$ cat src/rtl/motor_sequencer.sv
// Two-requester motor sequencer: round-robin grant, limit/abort stop, dead time, fault latch; outputs registered, 1-cycle latency.
// Optional travel timeout is built only when MOTOR_SEQUENCER_TIMEOUT_EN is defined.
module motor_sequencer #(
  parameter int DEAD_CYCLES    = 4,
  parameter int TIMEOUT_CYCLES = 1000
) (
  input  logic       clk,
  input  logic       rst_n,
  input  logic [1:0] req,
  input  logic [1:0] dir,
  input  logic       up_limit,
  input  logic       dn_limit,
  input  logic       fault_clr,
  output logic       motor_up,
  output logic       motor_dn,
  output logic [1:0] grant,
  output logic [1:0] done,
  output logic       fault
);

  typedef enum logic [2:0] {IDLE, RUN_UP, RUN_DN, DEAD, FAULT} state_t;

  state_t     state_q, state_d;
  logic [1:0] grant_q, grant_d;
  logic [1:0] done_q, done_d;
  logic       motor_up_q, motor_up_d;
  logic       motor_dn_q, motor_dn_d;
  logic       fault_q, fault_d;
  logic       last_q, last_d;
  logic [7:0] dead_cnt_q, dead_cnt_d;

  logic       pick;
  logic [1:0] pick_oh;
  logic       pick_dir;
  logic       both_lim;
  logic       lim_hit;
  logic       owner_req;

`ifdef MOTOR_SEQUENCER_TIMEOUT_EN
  logic [15:0] travel_cnt_q, travel_cnt_d;
`else
  logic unused_timeout;
  assign unused_timeout = ^TIMEOUT_CYCLES;
`endif

  always_comb begin
    // Tie goes to the requester not granted last; last_q resets to 1 so requester 0 wins first.
    pick      = (req == 2'b11) ? ~last_q : req[1];
    pick_oh   = pick ? 2'b10 : 2'b01;
    pick_dir  = dir[pick];
    both_lim  = up_limit & dn_limit;
    lim_hit   = (state_q == RUN_UP) ? up_limit : dn_limit;
    owner_req = |(req & grant_q);

    state_d    = state_q;
    grant_d    = grant_q;
    done_d     = 2'b00;
    motor_up_d = motor_up_q;
    motor_dn_d = motor_dn_q;
    fault_d    = fault_q;
    last_d     = last_q;
    dead_cnt_d = dead_cnt_q;
`ifdef MOTOR_SEQUENCER_TIMEOUT_EN
    travel_cnt_d = travel_cnt_q;
`endif

    case (state_q)
      IDLE: begin
        if (both_lim) begin
          state_d = FAULT;
          fault_d = 1'b1;
        end else if (|req) begin
          last_d = pick;
          if ((pick_dir && up_limit) || (!pick_dir && dn_limit)) begin
            // Already at the requested end: complete without moving.
            done_d     = pick_oh;
            state_d    = DEAD;
            dead_cnt_d = 8'd0;
          end else begin
            grant_d    = pick_oh;
            state_d    = pick_dir ? RUN_UP : RUN_DN;
            motor_up_d = pick_dir;
            motor_dn_d = !pick_dir;
`ifdef MOTOR_SEQUENCER_TIMEOUT_EN
            travel_cnt_d = 16'd1;
`endif
          end
        end
      end

      RUN_UP, RUN_DN: begin
        if (both_lim) begin
          state_d    = FAULT;
          fault_d    = 1'b1;
          grant_d    = 2'b00;
          motor_up_d = 1'b0;
          motor_dn_d = 1'b0;
        end else if (lim_hit || !owner_req) begin
          // Completion beats a same-cycle abort.
          done_d     = lim_hit ? grant_q : 2'b00;
          state_d    = DEAD;
          grant_d    = 2'b00;
          motor_up_d = 1'b0;
          motor_dn_d = 1'b0;
          dead_cnt_d = 8'd0;
`ifdef MOTOR_SEQUENCER_TIMEOUT_EN
        end else if (travel_cnt_q == 16'(TIMEOUT_CYCLES)) begin
          state_d    = FAULT;
          fault_d    = 1'b1;
          grant_d    = 2'b00;
          motor_up_d = 1'b0;
          motor_dn_d = 1'b0;
        end else begin
          travel_cnt_d = travel_cnt_q + 16'd1;
`endif
        end
      end

      DEAD: begin
        if (both_lim) begin
          state_d = FAULT;
          fault_d = 1'b1;
        end else if (dead_cnt_q == 8'(DEAD_CYCLES - 1)) begin
          state_d = IDLE;
        end else begin
          dead_cnt_d = dead_cnt_q + 8'd1;
        end
      end

      FAULT: begin
        if (fault_clr) begin
          state_d    = DEAD;
          fault_d    = 1'b0;
          dead_cnt_d = 8'd0;
        end
      end

      default: state_d = IDLE;
    endcase
  end

  always_ff @(posedge clk or negedge rst_n) begin
    if (!rst_n) begin
      state_q    <= IDLE;
      grant_q    <= 2'b00;
      done_q     <= 2'b00;
      motor_up_q <= 1'b0;
      motor_dn_q <= 1'b0;
      fault_q    <= 1'b0;
      last_q     <= 1'b1;
      dead_cnt_q <= 8'd0;
`ifdef MOTOR_SEQUENCER_TIMEOUT_EN
      travel_cnt_q <= 16'd0;
`endif
    end else begin
      state_q    <= state_d;
      grant_q    <= grant_d;
      done_q     <= done_d;
      motor_up_q <= motor_up_d;
      motor_dn_q <= motor_dn_d;
      fault_q    <= fault_d;
      last_q     <= last_d;
      dead_cnt_q <= dead_cnt_d;
`ifdef MOTOR_SEQUENCER_TIMEOUT_EN
      travel_cnt_q <= travel_cnt_d;
`endif
    end
  end

  assign motor_up = motor_up_q;
  assign motor_dn = motor_dn_q;
  assign grant    = grant_q;
  assign done     = done_q;
  assign fault    = fault_q;

endmodule

$ cat config.mk
export PLATFORM = sky130hd
export DESIGN_NAME = motor_sequencer
export DESIGN_NICKNAME = d
export VERILOG_FILES = /design/src/rtl/motor_sequencer.sv
export SDC_FILE = /design/constraint.sdc
export NUM_CORES = 1
export LEC_CHECK = 0
export ABC_AREA = 1
export CORE_AREA = 2 2 62 64
export CTS_CLUSTER_SIZE = 28
export DETAILED_ROUTE_END_ITERATION = 7
export DIE_AREA = 0 0 64 66
export MAX_ROUTING_LAYER = met4
export PLACE_DENSITY = 0.6
export SYNTH_ARGS = -nofsm -noshare
export SYNTH_HDL_FRONTEND = slang
export SYNTH_SLANG_ARGS = --single-unit
export TNS_END_PERCENT = 10
$ cat constraint.sdc
create_clock -name clk -period 1.8 [get_ports clk]
set_input_delay 0.18 -clock clk [delete_from_list [all_inputs] [get_ports clk]]
set_output_delay 0.18 -clock clk [all_outputs]
set_load 0.005 [all_outputs]
==> results.ini, run 1 <==
[critical_path]
r2r_start = last_q
crit_top_cell = nand2_1
critPathLaunch = last_q
worst-path-buf-inv = 0
crit_family = simple AND/OR/NAND/NOR gates
required_ns = 1.98
cp_slowest_stage_delay_ns = 0.54
cp_max_fo = 9
arrival_ns = 1.73
critPathCaptureType = flip-flop
cp_cell_sequence = nand2_1 -> nand2_1 -> nand2_1 -> nand2_1 -> nand2_1 -> nand3_2 -> nand3_4 -> nand2_1 -> nand2_1
crit_path_top_delay_cell = dfstp_2
critPathKind = flip-flop to flip-flop
start_kind = flip-flop

[detailed_routing]
num_vias = 1272
vias_per_cell = 4.659
drc_errors = 0
finalWirelength_um = 2902
drt_iter0_markers = 49
wire_per_inst_um = 10.63
dr.pass1.iters = 5
ant_nets = 0

[grt]
grt_usage = 0.1578
first_global_vias = 1155
grt_pass1_wl_um = 5078
antenna_found_initial = 0
grt_max_degree = 20
gr-total-overflow = 0

[sta]
fmax_mhz = 646.5
period_needed_ns = 1.547
fin_skew_ns = 0.01263
worst_pin_slew_ns = 0.3121
rsz0062_at_grt = no
hold_viol_final = 0
max-slew-margin-rel = 0.7920
final-setup-viol-count = 0
final.setup.tns_ns = 0
fin_crit_sh = 0.8593
slew_viol_final = 0

[clocking]
htreeDepth = 1
numCtsBuffers = 3
post-cts-setup-buffers = 0
path_clk_slew_ns = 0.11
clock_path_buffers = 2
cts_sinks = 19
root_buffer = clkbuf_4
cts_tree = built
hold_buffers = 0
post_cts_resized = 0
clk_latency_ns = 0.29

[power_and_ir_drop]
seq_power_share = 0.339
comb_power_share = 0.551
p_sw_mw = 0.8841
p_clk_frac = 0.110
sw_frac_of_total = 0.4618
worst_ir_drop_vdd_uv = 485.0
power_mw = 1.915
p_per_area_mw_per_mm2 = 1183
p_int_mw = 1.030
leakage_nw = 0.8137

[cells_and_area]
multi_input_area_sq_um = 764.5
area.sequential_sq_um = 476.7
fillers = 357
num_antenna_cells = 0
nets = 236
drive_gt1_frac = 0.1467
syn_to_final_growth_pct = 19.39

[yosys]
async_flop_share = 1.000
synth_fp_nets = 212
synth-seq-cells = 19
avgSynthCellArea_sq_um = 6.708
mappedNetlistArea_sq_mm = 0.001355
ys_warn_count = 0
postSynthCellCount = 202
yosysSeqAreaShare = 0.3518
synth_enable_flop_cells = 0
yosysUniqueCellTypes = 24
synth-main-ff-cell = dfrtp_1
synth_top_cells_by_area = dfrtp_1, nand2_1, nand3_1
synth.top_cell.area_share = 0.3324
synth_area_leader_cell = dfrtp_1

[hold_path]
hold_class = input pin to asynchronous set/reset pin

[placed_design]
dp_hpwl_um = 2339
place_congestion = 0.8084
port-buffer-count = 15

[floorplan]
fp.dieH_um = 66
io_pins = 16
fp.coreArea_sq_mm = 0.003551
die_w_um = 64
start_util = 0.3816
num_rows = 22
dieArea_sq_mm = 0.004224

[run]
cap_violations = 0

[status]
status = completed

## kinds of logic after synthesis
family,Yosys count,share of synthesized area
flip-flops,19,0.3518
adder cells (fa/ha/maj),1,0.009232
AO/OA/AOI/OAI,15,0.05817
buffers and inverters,27,0.08403
AND/OR/NAND/NOR,140,0.4968
## routing by layer
metal	track usage	vias to the layer above	wire length, um
li1	-	681	-
met1	0.2085	567	1451
met2	0.2461	22	1328
met3	0.03918	2	94
met4	0.03261	0	27
met5	-	-	0
## worst paths after layout
check / endpoint / slack, ns / depth (start not counted)
max: dead_cnt_q[2] / 0.25 / 9
min: done[1] / 0.20 / 2
max reg2reg: dead_cnt_q[2] / 0.25 / 9
min reg2reg: fault / 0.50 / 2
max in group asynchronous: last_q / 1.32 / 2
min in group clk: fault / 0.50 / 4
## through the flow
step	worst slack (ns)	instances	util	area, sq um	hold slack [ns]
floorplan	0.4024	202	-	1355	-0.1156
global placement	0.1470	269	0.4482	1592	0.4832
detailed placement	0.07877	269	0.4482	1592	0.4830
CTS	0.2405	273	0.4556	1618	0.2024
global route	0.08865	273	0.4556	1618	0.2088
finish	0.2532	273	0.4556	1618	0.2009
## power by group through the flow
stage / combinational [mW] / clock (mW) / sequential, mW
floorplan: 0.796 / 0 / 0.627
global placement: 1.05 / 0 / 0.665
detailed placement: 1.06 / 0 / 0.663
CTS: 1.06 / 0.224 / 0.653
global route: 1.19 / 0.243 / 0.668
finish: 1.05 / 0.210 / 0.650
## registers in the layout, summed over array words and instances (netlist names)
signal / cells
grant: 2
motor_dn: 1
fault: 1
last_q: 1
dead_cnt_q: 8
done: 2
motor_up: 1
state_q: 3
## synth_stat cells, types with 2 or more instances
cell / count
nand2_4: 2
o21ai_0: 4
o21ai_1: 5
nor2_2: 5
inv_2: 2
nand3_1: 22
nand2_1: 76
nand2_2: 4
nor2_4: 6
a21oi_1: 4
dfrtp_1: 18
inv_1: 22
nor2_1: 18
nor3b_1: 2
inv_4: 2
nand3_2: 2
## cell type report
| class | count | area share |
|---|---|---|
| multi-input combinational | 156 | 0.4725 |
| tap | 48 | 0.03712 |
| sequential | 19 | 0.2947 |
| inverter | 26 | 0.06342 |
| clock buffer | 4 | 0.01624 |
| timing repair buffer | 20 | 0.1160 |
## placed cells by master, fill, tap and decap left out, types with 2 or more instances in the layout
cell / Yosys / final
nand2_1: 76 / 76
inv_1: 22 / 22
nand3_1: 22 / 22
nor2_1: 18 / 18
dfrtp_1: 18 / 18
clkdlybuf4s50_1: 0 / 15
nor2_4: 6 / 6
nor2_2: 5 / 5
o21ai_1: 5 / 5
buf_4: 0 / 5
nand2_2: 4 / 4
a21oi_1: 4 / 4
o21ai_0: 4 / 4
clkbuf_4: 0 / 3
inv_2: 2 / 2
nand2_4: 2 / 2
nand3_2: 2 / 2
inv_4: 2 / 2
nor3b_1: 2 / 2
No activity file was read; power rests on OpenSTA's default activity.
==> run 2: changes to the inputs <==
- GPL_TIMING_DRIVEN: default -> 0
- SLEW_MARGIN: default -> 20
==> results.ini, run 2 (same netlist as run 1, synthesis figures left out) <==
[detailed_routing]
met2_length_um = 1321
route.top_layer_used = met4
finalWirelength_um = 2985
drt_iter0_markers = 68
num_vias = 1256
drc_errors = 0
dr.pass1.iters = 4
wl_met1_um = 1523
wl_met3_um = 90
vias_per_cell = 4.669
wire_per_inst_um = 11.10
ant_nets = 0

[sta]
fmax_mhz = 622.6
max-slew-margin-rel = 0.4020
period_needed_ns = 1.606
fin_skew_ns = 0.003332
final-setup-viol-count = 0
fin_crit_sh = 0.8923
slew_viol_final = 0
worst_pin_slew_ns = 0.8942
hold_ws_ns = 0.3638
hold_viol_final = 0
rsz0062_at_grt = no

[grt]
grt_usage = 0.1669
first_global_vias = 1164
gr-total-overflow = 0
grt_max_degree = 20
grt_pass1_wl_um = 5333
antenna_found_initial = 0

[critical_path]
crit_top_cell = nand2_1
required_ns = 2.01
critPathKind = flip-flop to flip-flop
crit_path_top_delay_cell = dfstp_2
critPathCaptureType = flip-flop
cp_slowest_stage_delay_ns = 0.55
start_kind = flip-flop
cp_cell_sequence = nand2_1 -> nand2_1 -> nand2_1 -> nand2_1 -> nand2_1 -> nand3_4 -> nand3_4 -> nand2_1 -> nand2_1
cp_max_fo = 9
arrival_ns = 1.82

[run]
cap_violations = 0

[cells_and_area]
largestRegisters = dead_cnt_q x8, state_q x3
final_cell_area_sq_mm = 0.001599
syn_to_final_growth_pct = 18.01
largest_reg_flops = 8
drive_gt1_frac = 0.1312
final_cells = 269
fillers = 368
final_core_util = 0.4503
num_antenna_cells = 0
nets = 232
most-common-layout-cells = nand2_1, inv_1, nand3_1
regMostFlops = dead_cnt_q
layout_commonest_cell = nand2_1

[clocking]
clk_latency_ns = 0.30
path_clk_slew_ns = 0.12
post-cts-setup-buffers = 0
root_buffer = clkbuf_4
numCtsBuffers = 3
htreeDepth = 1
hold_buffers = 0
cts_sinks = 19
cts_tree = built
clock_path_buffers = 2

[placed_design]
placed_area_sq_mm = 0.001565
dp_hpwl_um = 2252
port-buffer-count = 15
place_congestion = 0.8608
dp_cells = 265

[floorplan]
dieArea_sq_mm = 0.004224
die_w_um = 64
num_rows = 22
fp.coreArea_sq_mm = 0.003551
io_pins = 16
start_util = 0.3816
fp.dieH_um = 66

[power_and_ir_drop]
p_per_area_mw_per_mm2 = 1236
power_mw = 1.976
worst_ir_drop_vdd_uv = 571.9
leakage_nw = 0.7963

[hold_path]
hold_class = input pin to asynchronous set/reset pin

[status]
status = completed

-- run 2: cell count changes in the layout (fill, tap and decap cells not counted), sizes merged --
cell / before / now
buf: 5 / 1
-- run 2: worst max-delay path, delay by kind of cell, from the launching register on --
kind             cells  cell delay (ns)
flip-flops           1             0.55
AND/OR/NAND/NOR      9             0.95
-- run 2: final cells by class --
cell class | instances | area [sq um] | area share
Tap cell | 48 | 60.06 | 0.03756
Buffer | 1 | 11.26 | 0.007042
Clock buffer | 4 | 26.28 | 0.01643
Multi-Input combinational cell | 156 | 772.0 | 0.4828
Sequential cell | 19 | 476.7 | 0.2981
Inverter | 26 | 102.6 | 0.06416
Timing Repair Buffer | 15 | 150.1 | 0.09390
-- run 2: report_power, final --
part | switching (mW) | leakage, nW | internal [mW]
logic | 0.691 | 0.534 | 0.424
clock network | 0.149 | 0.0150 | 0.0864
registers | 0.0883 | 0.248 | 0.537
-- run 2: path summary, 6_finish.rpt --
path	start	endpoint	slack, ns	cells after the start
max in group asynchronous	rst_n	dead_cnt_q[6]	0.89	1
max	last_q	dead_cnt_q[5]	0.19	9
min reg2reg	fault	fault	0.51	2
max reg2reg	last_q	dead_cnt_q[5]	0.19	9
min in group clk	fault_clr	fault	0.49	4
min	rst_n	grant[1]	0.36	1
-- run 2: timing repair --
item                                   in CTS  in global routing
endpoints found under the hold margin       0                  0
setup endpoints to repair                   0                  8
gates resized for setup                     0                  1
-- run 2: layer usage --
metal  up-vias  GRT usage
li1        672          -
met1       558     0.2352
met2        22     0.2422
met3         4    0.01533
met4         0    0.07609
met5         -          -
-- run 2: per-stage QoR --
stage,TNS [ns],setup WS (ns)
after floorplan,0,0.4024
after global placement,-0.3871,-0.05406
after detailed placement,-0.1841,-0.03079
after CTS,0,0.1519
after global routing,0,0.02884
final,0,0.1939
